===== src/rtl/mmio_timer.sv =====
// ============================================================================
// Module   : mmio_timer
// Brief    : Chip-select bus timer: wait-stated register access, 32-bit counter
//            with compare/auto-reload/IRQ. Optional prescaler: MMIO_TIMER_PRESCALE_EN
// Revision : 1.0  initial release
// ============================================================================
`default_nettype none

module mmio_timer #(
   parameter int WAIT_STATES = 1
) (
   input  logic        clk,
   input  logic        rst,
   input  logic        cs,
   input  logic        wr,
   input  logic [31:0] addr,
   input  logic [31:0] data_in,
   output logic [31:0] data_out,
   output logic        ready,
   output logic        irq
);

   typedef enum logic [1:0] {
      S_IDLE = 2'd0,
      S_WAIT = 2'd1,
      S_HOLD = 2'd2
   } state_t;

   localparam logic [1:0] c_a_ctrl   = 2'd0;
   localparam logic [1:0] c_a_count  = 2'd1;
   localparam logic [1:0] c_a_cmp    = 2'd2;
   localparam logic [1:0] c_a_status = 2'd3;

   state_t      r_state, w_state_nxt;
   logic        w_latch, w_commit;
   logic [1:0]  r_addr;
   logic        r_wr;
   logic [31:0] r_wdata;
   logic [3:0]  r_wcnt;
   logic        r_ready, r_irq;
   logic [31:0] r_data_out, w_rdata, w_ctrl_rd;
   logic        r_en, r_auto, r_irq_en;
   logic [31:0] r_count, r_cmp;
   logic        r_match, r_ovf;
   logic        w_tick, w_eq, w_set_match, w_set_ovf;
   logic        w_wr_ctrl, w_wr_count, w_wr_cmp, w_wr_status;
   logic        w_unused_addr;

   assign w_unused_addr = ^{addr[31:4], addr[1:0]};

   always_ff @(posedge clk or posedge rst) begin
      if (rst) r_state <= S_IDLE;
      else     r_state <= w_state_nxt;
   end

   always_comb begin
      w_state_nxt = r_state;
      w_latch     = 1'b0;
      w_commit    = 1'b0;
      case (r_state)
         S_IDLE: if (cs) begin
            w_latch     = 1'b1;
            w_state_nxt = S_WAIT;
         end
         S_WAIT: begin
            if (!cs) begin
               w_state_nxt = S_IDLE;
            end else if (r_wcnt == 4'd0) begin
               w_commit    = 1'b1;
               w_state_nxt = S_HOLD;
            end
         end
         S_HOLD: if (!cs) w_state_nxt = S_IDLE;
         default: w_state_nxt = S_IDLE;
      endcase
   end

   always_ff @(posedge clk or posedge rst) begin
      if (rst) begin
         r_addr  <= 2'd0;
         r_wr    <= 1'b0;
         r_wdata <= 32'd0;
         r_wcnt  <= 4'd0;
      end else if (w_latch) begin
         r_addr  <= addr[3:2];
         r_wr    <= wr;
         r_wdata <= data_in;
         r_wcnt  <= 4'(WAIT_STATES);
      end else if (r_state == S_WAIT && cs && r_wcnt != 4'd0) begin
         r_wcnt  <= r_wcnt - 4'd1;
      end
   end

   assign w_wr_ctrl   = w_commit && r_wr && (r_addr == c_a_ctrl);
   assign w_wr_count  = w_commit && r_wr && (r_addr == c_a_count);
   assign w_wr_cmp    = w_commit && r_wr && (r_addr == c_a_cmp);
   assign w_wr_status = w_commit && r_wr && (r_addr == c_a_status);

`ifdef MMIO_TIMER_PRESCALE_EN
   logic [7:0] r_prescale, r_pcnt;

   assign w_tick    = r_en && (r_pcnt == r_prescale);
   assign w_ctrl_rd = {16'd0, r_prescale, 5'd0, r_irq_en, r_auto, r_en};

   // Phase restarts whenever the timer is stopped or COUNT is reloaded by software
   always_ff @(posedge clk or posedge rst) begin
      if (rst)                              r_pcnt <= 8'd0;
      else if (!r_en || w_wr_count || w_tick) r_pcnt <= 8'd0;
      else                                  r_pcnt <= r_pcnt + 8'd1;
   end

   always_ff @(posedge clk or posedge rst) begin
      if (rst)            r_prescale <= 8'd0;
      else if (w_wr_ctrl) r_prescale <= r_wdata[15:8];
   end
`else
   assign w_tick    = r_en;
   assign w_ctrl_rd = {29'd0, r_irq_en, r_auto, r_en};
`endif

   always_ff @(posedge clk or posedge rst) begin
      if (rst) begin
         r_en     <= 1'b0;
         r_auto   <= 1'b0;
         r_irq_en <= 1'b0;
      end else if (w_wr_ctrl) begin
         r_en     <= r_wdata[0];
         r_auto   <= r_wdata[1];
         r_irq_en <= r_wdata[2];
      end
   end

   assign w_eq        = (r_count == r_cmp);
   assign w_set_match = w_tick && !w_wr_count && w_eq;
   assign w_set_ovf   = w_tick && !w_wr_count && !w_eq && (r_count == 32'hFFFF_FFFF);

   // A software COUNT write suppresses the tick entirely; all-ones wraps via +1
   always_ff @(posedge clk or posedge rst) begin
      if (rst) begin
         r_count <= 32'd0;
      end else if (w_wr_count) begin
         r_count <= r_wdata;
      end else if (w_tick) begin
         if (w_eq && r_auto) r_count <= 32'd0;
         else                r_count <= r_count + 32'd1;
      end
   end

   always_ff @(posedge clk or posedge rst) begin
      if (rst)           r_cmp <= 32'hFFFF_FFFF;
      else if (w_wr_cmp) r_cmp <= r_wdata;
   end

   // Hardware set is OR-ed after the W1C mask so a coincident set wins
   always_ff @(posedge clk or posedge rst) begin
      if (rst) begin
         r_match <= 1'b0;
         r_ovf   <= 1'b0;
      end else begin
         r_match <= (r_match & ~(w_wr_status & r_wdata[0])) | w_set_match;
         r_ovf   <= (r_ovf   & ~(w_wr_status & r_wdata[1])) | w_set_ovf;
      end
   end

   always_comb begin
      w_rdata = 32'd0;
      case (r_addr)
         c_a_ctrl:   w_rdata = w_ctrl_rd;
         c_a_count:  w_rdata = r_count;
         c_a_cmp:    w_rdata = r_cmp;
         c_a_status: w_rdata = {30'd0, r_ovf, r_match};
         default:    w_rdata = 32'd0;
      endcase
   end

   always_ff @(posedge clk or posedge rst) begin
      if (rst) begin
         r_ready    <= 1'b0;
         r_data_out <= 32'd0;
         r_irq      <= 1'b0;
      end else begin
         r_ready <= w_commit;
         r_irq   <= r_match & r_irq_en;
         if (w_commit && !r_wr) r_data_out <= w_rdata;
      end
   end

   assign ready    = r_ready;
   assign data_out = r_data_out;
   assign irq      = r_irq;

endmodule

`default_nettype wire


===== config.mk =====
export PLATFORM = sky130hd
export DESIGN_NAME = mmio_timer
export DESIGN_NICKNAME = d
export VERILOG_FILES = /design/src/rtl/mmio_timer.sv
export SDC_FILE = /design/constraint.sdc
export NUM_CORES = 1
export LEC_CHECK = 0
export ABC_AREA = 0
export CAP_MARGIN = 20
export CORE_MARGIN = 2
export CORE_UTILIZATION = 55
export CTS_CLUSTER_DIAMETER = 30
export CTS_CLUSTER_SIZE = 10
export DETAILED_ROUTE_END_ITERATION = 16
export GPL_ROUTABILITY_DRIVEN = 0
export HOLD_SLACK_MARGIN = 0.06
export PLACE_DENSITY = 0.81
export SYNTH_ARGS = -nofsm -noshare
export SYNTH_HDL_FRONTEND = slang
export SYNTH_SLANG_ARGS = --single-unit
export TNS_END_PERCENT = 50

===== constraint.sdc =====
create_clock -name clk -period 5.2 [get_ports clk]
set_input_delay 1.04 -clock clk [delete_from_list [all_inputs] [get_ports clk]]
set_output_delay 1.04 -clock clk [all_outputs]
set_load 0.05 [all_outputs]

==> qor.txt, run 1 <==
Post-synth ARST share -> 100.0%
Core Box Area -> 12670 µm²
maximum vdd drop -> 0.3500 mV
NetSw -> 0.002091 W
fin crit period -> 2993 ps
Arr. time, crit path -> 3340 ps
vias in the first global route -> 5529
most common cell after layout, fill and taps aside -> nand2_1
clock share of power -> 24.6%
post-CTS sizing -> 0
Main synth FF type -> dfrtp_1
Post-Syn Area -> 7187 µm²
NumNets Final -> 849
Root Driver -> clkbuf_16
Die Y -> 118.3 µm
RSZ-0062 raised after global routing -> false
power density over cell area -> 614.8 nW/µm²
Syn Area/Cell -> 9.791 µm²
pre-CTS setup slack -> 1824 ps
mean number of vias per cell -> 5.909
final hold violations -> 0
critical path class -> in -> reg
initial antenna violation count -> 0
drt total wl -> 17140 µm
sequential share of the synthesized area -> 50.70%
cts bufs inserted -> 17
width of the die -> 118.3 µm
Ports -> 102
clk_lat worst skew -> 420 ps
WP data required -> 5550 ps
CTS clock-pin slew for the worst setup and hold paths -> 60 ps
share of cells above drive strength 1 -> 15.91%
n_diodes -> 0
count of final setup violators -> 0
Period Utilization, post-route -> 57.56%
sw frac -> 39.69%
top sig layer -> met4
post-synthesis cell type count -> 57
worst hold path class -> reg -> reg
routed wl met2 -> 8532 µm
TritonCTS clock tree -> yes
drt initial violations -> 512
DP HPWL -> 11310 µm
Synth Instances -> 734
Post-CTS Setup Inserts -> 0
most frequent cells in the layout -> 132 x nand2_1, 112 x dfrtp_1, 71 x clkdlybuf4s50_1
fmax -> 334.1 MHz
fillers -> 960
H-tree Lvls -> 4
clk buf depth -> 2
GR Util All Layers -> 25.13%
Synth-to-Final Area Change -> 19.24%
WHS -> 508.5 ps
CP endpoint kind -> flip-flop
Rel. slew slack -> 36.28%
first-pass GRT wire length -> 27830 µm
Post-Syn Nets -> 804
Leakage -> 3.641 nW
die area -> 14000 µm²
Post-Route M1 WL -> 7290 µm
Int Pwr -> 0.003178 W
Sequential Power Share -> 39.4%
largest net degree at the start of global routing -> 87
max_cap viols -> 0
Max Clock Skew -> 7.090 ps
critical-path maximum fanout -> 39
Initial Util -> 56.72%
setup ws final -> 2207 ps
Via Count -> 5696
crit path launch type -> input pin
final core utilization -> 67.63%
I/O Buffers -> 71
1st-pass router iterations -> 5
Rows -> 41
Detail Route Antenna Nets -> 0
total global routing overflow -> 0
max-slew violations -> 0
WL per Instance -> 17.78 µm
Seq cells post-synth -> 144
# clock sinks -> 144
setup TNS -> 0 ps
yosys warns -> 0
DR DRC count -> 0
Logic pwr share -> 36.0%
Slew @ Worst Pin -> 951.7 ps
status -> finished, final reports clean
post-cts hold buffer count -> 0
Met3 Wirelength -> 970 µm
EDFF count, synth -> 0
power groups by stage:
| stage | clock, W | sequential, W | combinational, W |
|---|---|---|---|
| after detailed placement | 0 | 0.00208 | 0.00188 |
| after floorplan | 0 | 0.00233 | 0.00100 |
| final | 0.00130 | 0.00208 | 0.00190 |
| after CTS | 0.00132 | 0.00207 | 0.00191 |
| after global routing | 0.00136 | 0.00213 | 0.00205 |
| after global placement | 0 | 0.00205 | 0.00183 |
area by class of cell:
type	instances	area [µm²]	share of cell area [%]
Sequential cell	144	3643	42.52
Multi-Input combinational cell	524	3247	37.89
Timing Repair Buffer	81	785.8	9.169
Clock buffer	22	474.2	5.534
Tap cell	172	215.2	2.511
Clock inverter	10	157.7	1.840
Inverter	11	46.29	0.5402
layer usage:
metal  track usage [%]  vias up
met5                 0        -
met4             8.886        0
met3             5.502       31
met2             41.33      209
met1             32.86     2812
li1                  -     2644
sequential cells by signal (all words and copies together), names as in the netlist:
name      cells
ready         1
r_wcnt        4
r_state       2
r_wdata      32
r_count      32
r_cmp        32
r_irq_en      1
r_addr        2
r_en          1
r_wr          1
irq           1
r_auto        1
r_ovf         1
data_out     32
r_match       1
metrics by stage:
step / power [W] / instances / area, µm²
after floorplan: 0.003334 / 734 / 7187
after global placement: 0.003883 / 932 / 7938
after detailed placement: 0.003960 / 932 / 7938
after CTS: 0.005288 / 964 / 8569
after global routing: 0.005544 / 964 / 8569
final: 0.005269 / 964 / 8569
worst max-delay path, cell delays in order:
cell,delay [ps]
clkdlybuf4s50_1,500
and3b_1,270
nand2_1,170
nor2_4,750
buf_4,390
nor2_1,70
a21oi_1,130
path summary, 6_finish.rpt:
kind | from | end | slack, ps | depth (start not counted)
max | cs | data_out[21] | 2210 | 7
min | r_wdata[4] | r_wdata[4] | 510 | 2
max reg2reg | r_wcnt[0] | data_out[21] | 2380 | 8
min reg2reg | r_wdata[4] | r_wdata[4] | 510 | 2
max in group asynchronous | rst | r_cmp[0] | 3130 | 3
min in group asynchronous | rst | r_wdata[24] | 1140 | 2
kinds of logic (layout without fill, tap and decap cells):
logic type | count (synthesis) | count (layout) | synth area share, %
simple gates | 311 | 311 | 20.68
flops | 144 | 144 | 50.70
buf+inv | 66 | 124 | 4.370
compound gates | 116 | 116 | 10.62
xor+xnor | 54 | 54 | 6.581
fa+ha+maj | 2 | 2 | 0.3481
mux | 41 | 41 | 6.703
cell usage after synthesis (3+ instances only):
| library cell | count | area [µm²] |
|---|---|---|
| a211oi_1 | 17 | 127.6 |
| a21oi_1 | 40 | 200.2 |
| a22oi_1 | 29 | 217.7 |
| and2_1 | 3 | 18.77 |
| and3_1 | 3 | 18.77 |
| buf_1 | 3 | 11.26 |
| buf_2 | 4 | 20.02 |
| buf_6 | 7 | 78.83 |
| clkbuf_1 | 36 | 135.1 |
| clkbuf_2 | 4 | 20.02 |
| dfrtp_1 | 112 | 2803 |
| dfstp_2 | 32 | 840.8 |
| inv_1 | 11 | 41.29 |
| mux2_2 | 37 | 416.7 |
| nand2_1 | 132 | 495.5 |
| nand3_1 | 25 | 125.1 |
| nand3b_1 | 4 | 30.03 |
| nand4_1 | 18 | 112.6 |
| nor2_1 | 71 | 266.5 |
| nor2b_1 | 3 | 18.77 |
| nor3_1 | 13 | 65.06 |
| nor3b_1 | 5 | 37.54 |
| nor4_1 | 15 | 93.84 |
| o21ai_0 | 11 | 55.05 |
| or3_1 | 3 | 18.77 |
| xnor2_1 | 14 | 122.6 |
| xor2_1 | 40 | 350.3 |
Power figures use the tool's default switching activity.
==> run 2: changes to the inputs <==
--- a/config.mk
+++ b/config.mk
@@ -8,13 +8,13 @@
 export ABC_AREA = 0
 export CAP_MARGIN = 20
 export CORE_MARGIN = 2
-export CORE_UTILIZATION = 55
+export CORE_UTILIZATION = 50
 export CTS_CLUSTER_DIAMETER = 30
 export CTS_CLUSTER_SIZE = 10
 export DETAILED_ROUTE_END_ITERATION = 16
 export GPL_ROUTABILITY_DRIVEN = 0
 export HOLD_SLACK_MARGIN = 0.06
-export PLACE_DENSITY = 0.81
+export PLACE_DENSITY = 0.78
 export SYNTH_ARGS = -nofsm -noshare
 export SYNTH_HDL_FRONTEND = slang
 export SYNTH_SLANG_ARGS = --single-unit
==> constraint.sdc (replaced) <==
create_clock -name clk -period 2.58 [get_ports clk]
set_input_delay 0.516 -clock clk [delete_from_list [all_inputs] [get_ports clk]]
set_output_delay 0.516 -clock clk [all_outputs]
set_load 0.05 [all_outputs]
==> qor.txt, run 2 (same netlist as run 1, synthesis figures left out) <==
Via Count -> 5721
CTS clock-pin slew for the worst setup and hold paths -> 60 ps
TritonCTS clock tree -> yes
most frequent cells in the layout -> 132 x nand2_1, 112 x dfrtp_1, 71 x clkdlybuf4s50_1
DR DRC count -> 0
DP HPWL -> 11860 µm
drt initial violations -> 397
clk_lat worst skew -> 420 ps
worst hold path class -> reg -> reg
Arr. time, crit path -> 2660 ps
vias in the first global route -> 5635
RSZ-0062 raised after global routing -> false
fillers -> 1087
CP peak stage delay -> 550 ps
count of final setup violators -> 0
total global routing overflow -> 0
Synth-to-Final Area Change -> 22.27%
cts bufs inserted -> 17
worst path cell trace -> xor2_1 > nor4_1 > nand4_1 > o311ai_0 > nor3_1 > a2111o_1
fmax -> 424.1 MHz
initial antenna violation count -> 0
Initial Util -> 51.58%
Root Driver -> clkbuf_16
most common cell after layout, fill and taps aside -> nand2_1
Hold Path Origin -> r_ovf
clk buf depth -> 2
I/O Buffers -> 71
Rows -> 43
slowest stage cell, crit path -> nor4_1
Buf+Inv Stages, Crit Path -> 0
critical-path maximum fanout -> 6
Max Clock Skew -> 5.168 ps
WP data required -> 2880 ps
fin crit period -> 2358 ps
GR Util All Layers -> 23.93%
cell family with most CP delay -> simple AND/OR/NAND/NOR gates
WL per Instance -> 17.39 µm
critical path class -> reg -> reg
CP endpoint kind -> flip-flop
die area -> 15350 µm²
1st-pass router iterations -> 5
Die Y -> 123.9 µm
Period Utilization, post-route -> 91.39%
setup ws final -> 222.2 ps
final hold violations -> 0
share of cells above drive strength 1 -> 18.13%
# clock sinks -> 144
Rel. slew slack -> 57.16%
mean number of vias per cell -> 5.773
Slew @ Worst Pin -> 642.7 ps
Leakage -> 3.760 nW
first-pass GRT wire length -> 28030 µm
max-slew violations -> 0
Ports -> 102
Core Box Area -> 13930 µm²
Post-CTS Setup Inserts -> 0
largest net degree at the start of global routing -> 75
maximum vdd drop -> 0.8818 mV
Crit Reg-Reg Startpoint -> r_count[5]
crit path launch -> r_count[5]
H-tree Lvls -> 4
Detail Route Antenna Nets -> 0
setup TNS -> 0 ps
crit path launch type -> flip-flop
power density over cell area -> 1214 nW/µm²
n_diodes -> 0
max_cap viols -> 0
pre-CTS setup slack -> 136.8 ps
NumNets Final -> 868
width of the die -> 123.9 µm
status -> finished, final reports clean
drt total wl -> 17240 µm
==> run 2: cell count changes in the layout (fill, tap and decap cells not counted), sizes merged <==
| cell | previous run | this run |
|---|---|---|
| clkinv | 3 | 5 |
| buf | 10 | 29 |
| inv | 11 | 10 |
| clkbuf | 22 | 21 |
==> run 2: worst paths after layout <==
check / depth (start not counted) / to / slack, ps
min in group asynchronous: 3 / data_out[24] / 560
setup / recovery: 6 / r_count[15] / 220
hold / removal: 2 / r_ovf / 480
setup reg to reg: 6 / r_count[15] / 220
hold reg to reg: 2 / r_ovf / 480
max in group asynchronous: 3 / r_cmp[3] / 1630
==> run 2: power by group <==
| group | internal, W | leakage [nW] | switching, W |
|---|---|---|---|
| clock | 0.00168 | 0.309 | 0.000912 |
| combinational | 0.00151 | 1.80 | 0.00237 |
| sequential | 0.00327 | 1.65 | 0.000918 |
| total | 0.00646 | 3.76 | 0.00420 |
==> run 2: area by class of cell <==
| class | count | area [µm²] | share of cell area, % |
|---|---|---|---|
| clock inverters | 11 | 160.2 | 1.823 |
| repair buffers | 100 | 991.0 | 11.28 |
| clock buffers | 21 | 470.5 | 5.354 |
| flip-flops and latches | 144 | 3643 | 41.46 |
| well taps | 180 | 225.2 | 2.563 |
| multi-input cells | 524 | 3252 | 37.01 |
| inverters | 11 | 45.04 | 0.5126 |
==> run 2: worst min-delay path, cell delays in order (launching register included) <==
cell	delay (ps)
dfrtp_1	340
nand2_1	50
o21ai_0	60
==> run 2: repair_timing <==
item / CTS / global route
hold buffers: 0 / 0
endpoints found under the setup margin: 0 / 1
gates resized for setup: 0 / 1
==> run 2: metrics by stage <==
stage | std cells | area [µm²] | utilization, % | total power, W | hold slack, ps
detailed placement | 959 | 8152 | 58.50 | 0.008062 | 475.0
global route | 991 | 8787 | 63.06 | 0.01124 | 534.0
global placement | 959 | 8152 | 58.50 | 0.007914 | 459.7
floorplan | 734 | 7191 | - | 0.006720 | 443.9
finish | 991 | 8787 | 63.06 | 0.01066 | 483.5
CTS | 991 | 8782 | 63.02 | 0.01072 | 487.5
==> run 2: per-layer routing <==
| layer | vias to the layer above | routed length, µm | global-route usage (%) |
|---|---|---|---|
| li1 | 2683 | - | - |
| met1 | 2840 | 7240 | 31.29 |
| met2 | 168 | 8636 | 39.32 |
| met3 | 30 | 1015 | 4.853 |
| met4 | 0 | 345 | 9.410 |
| met5 | - | 0 | 0 |
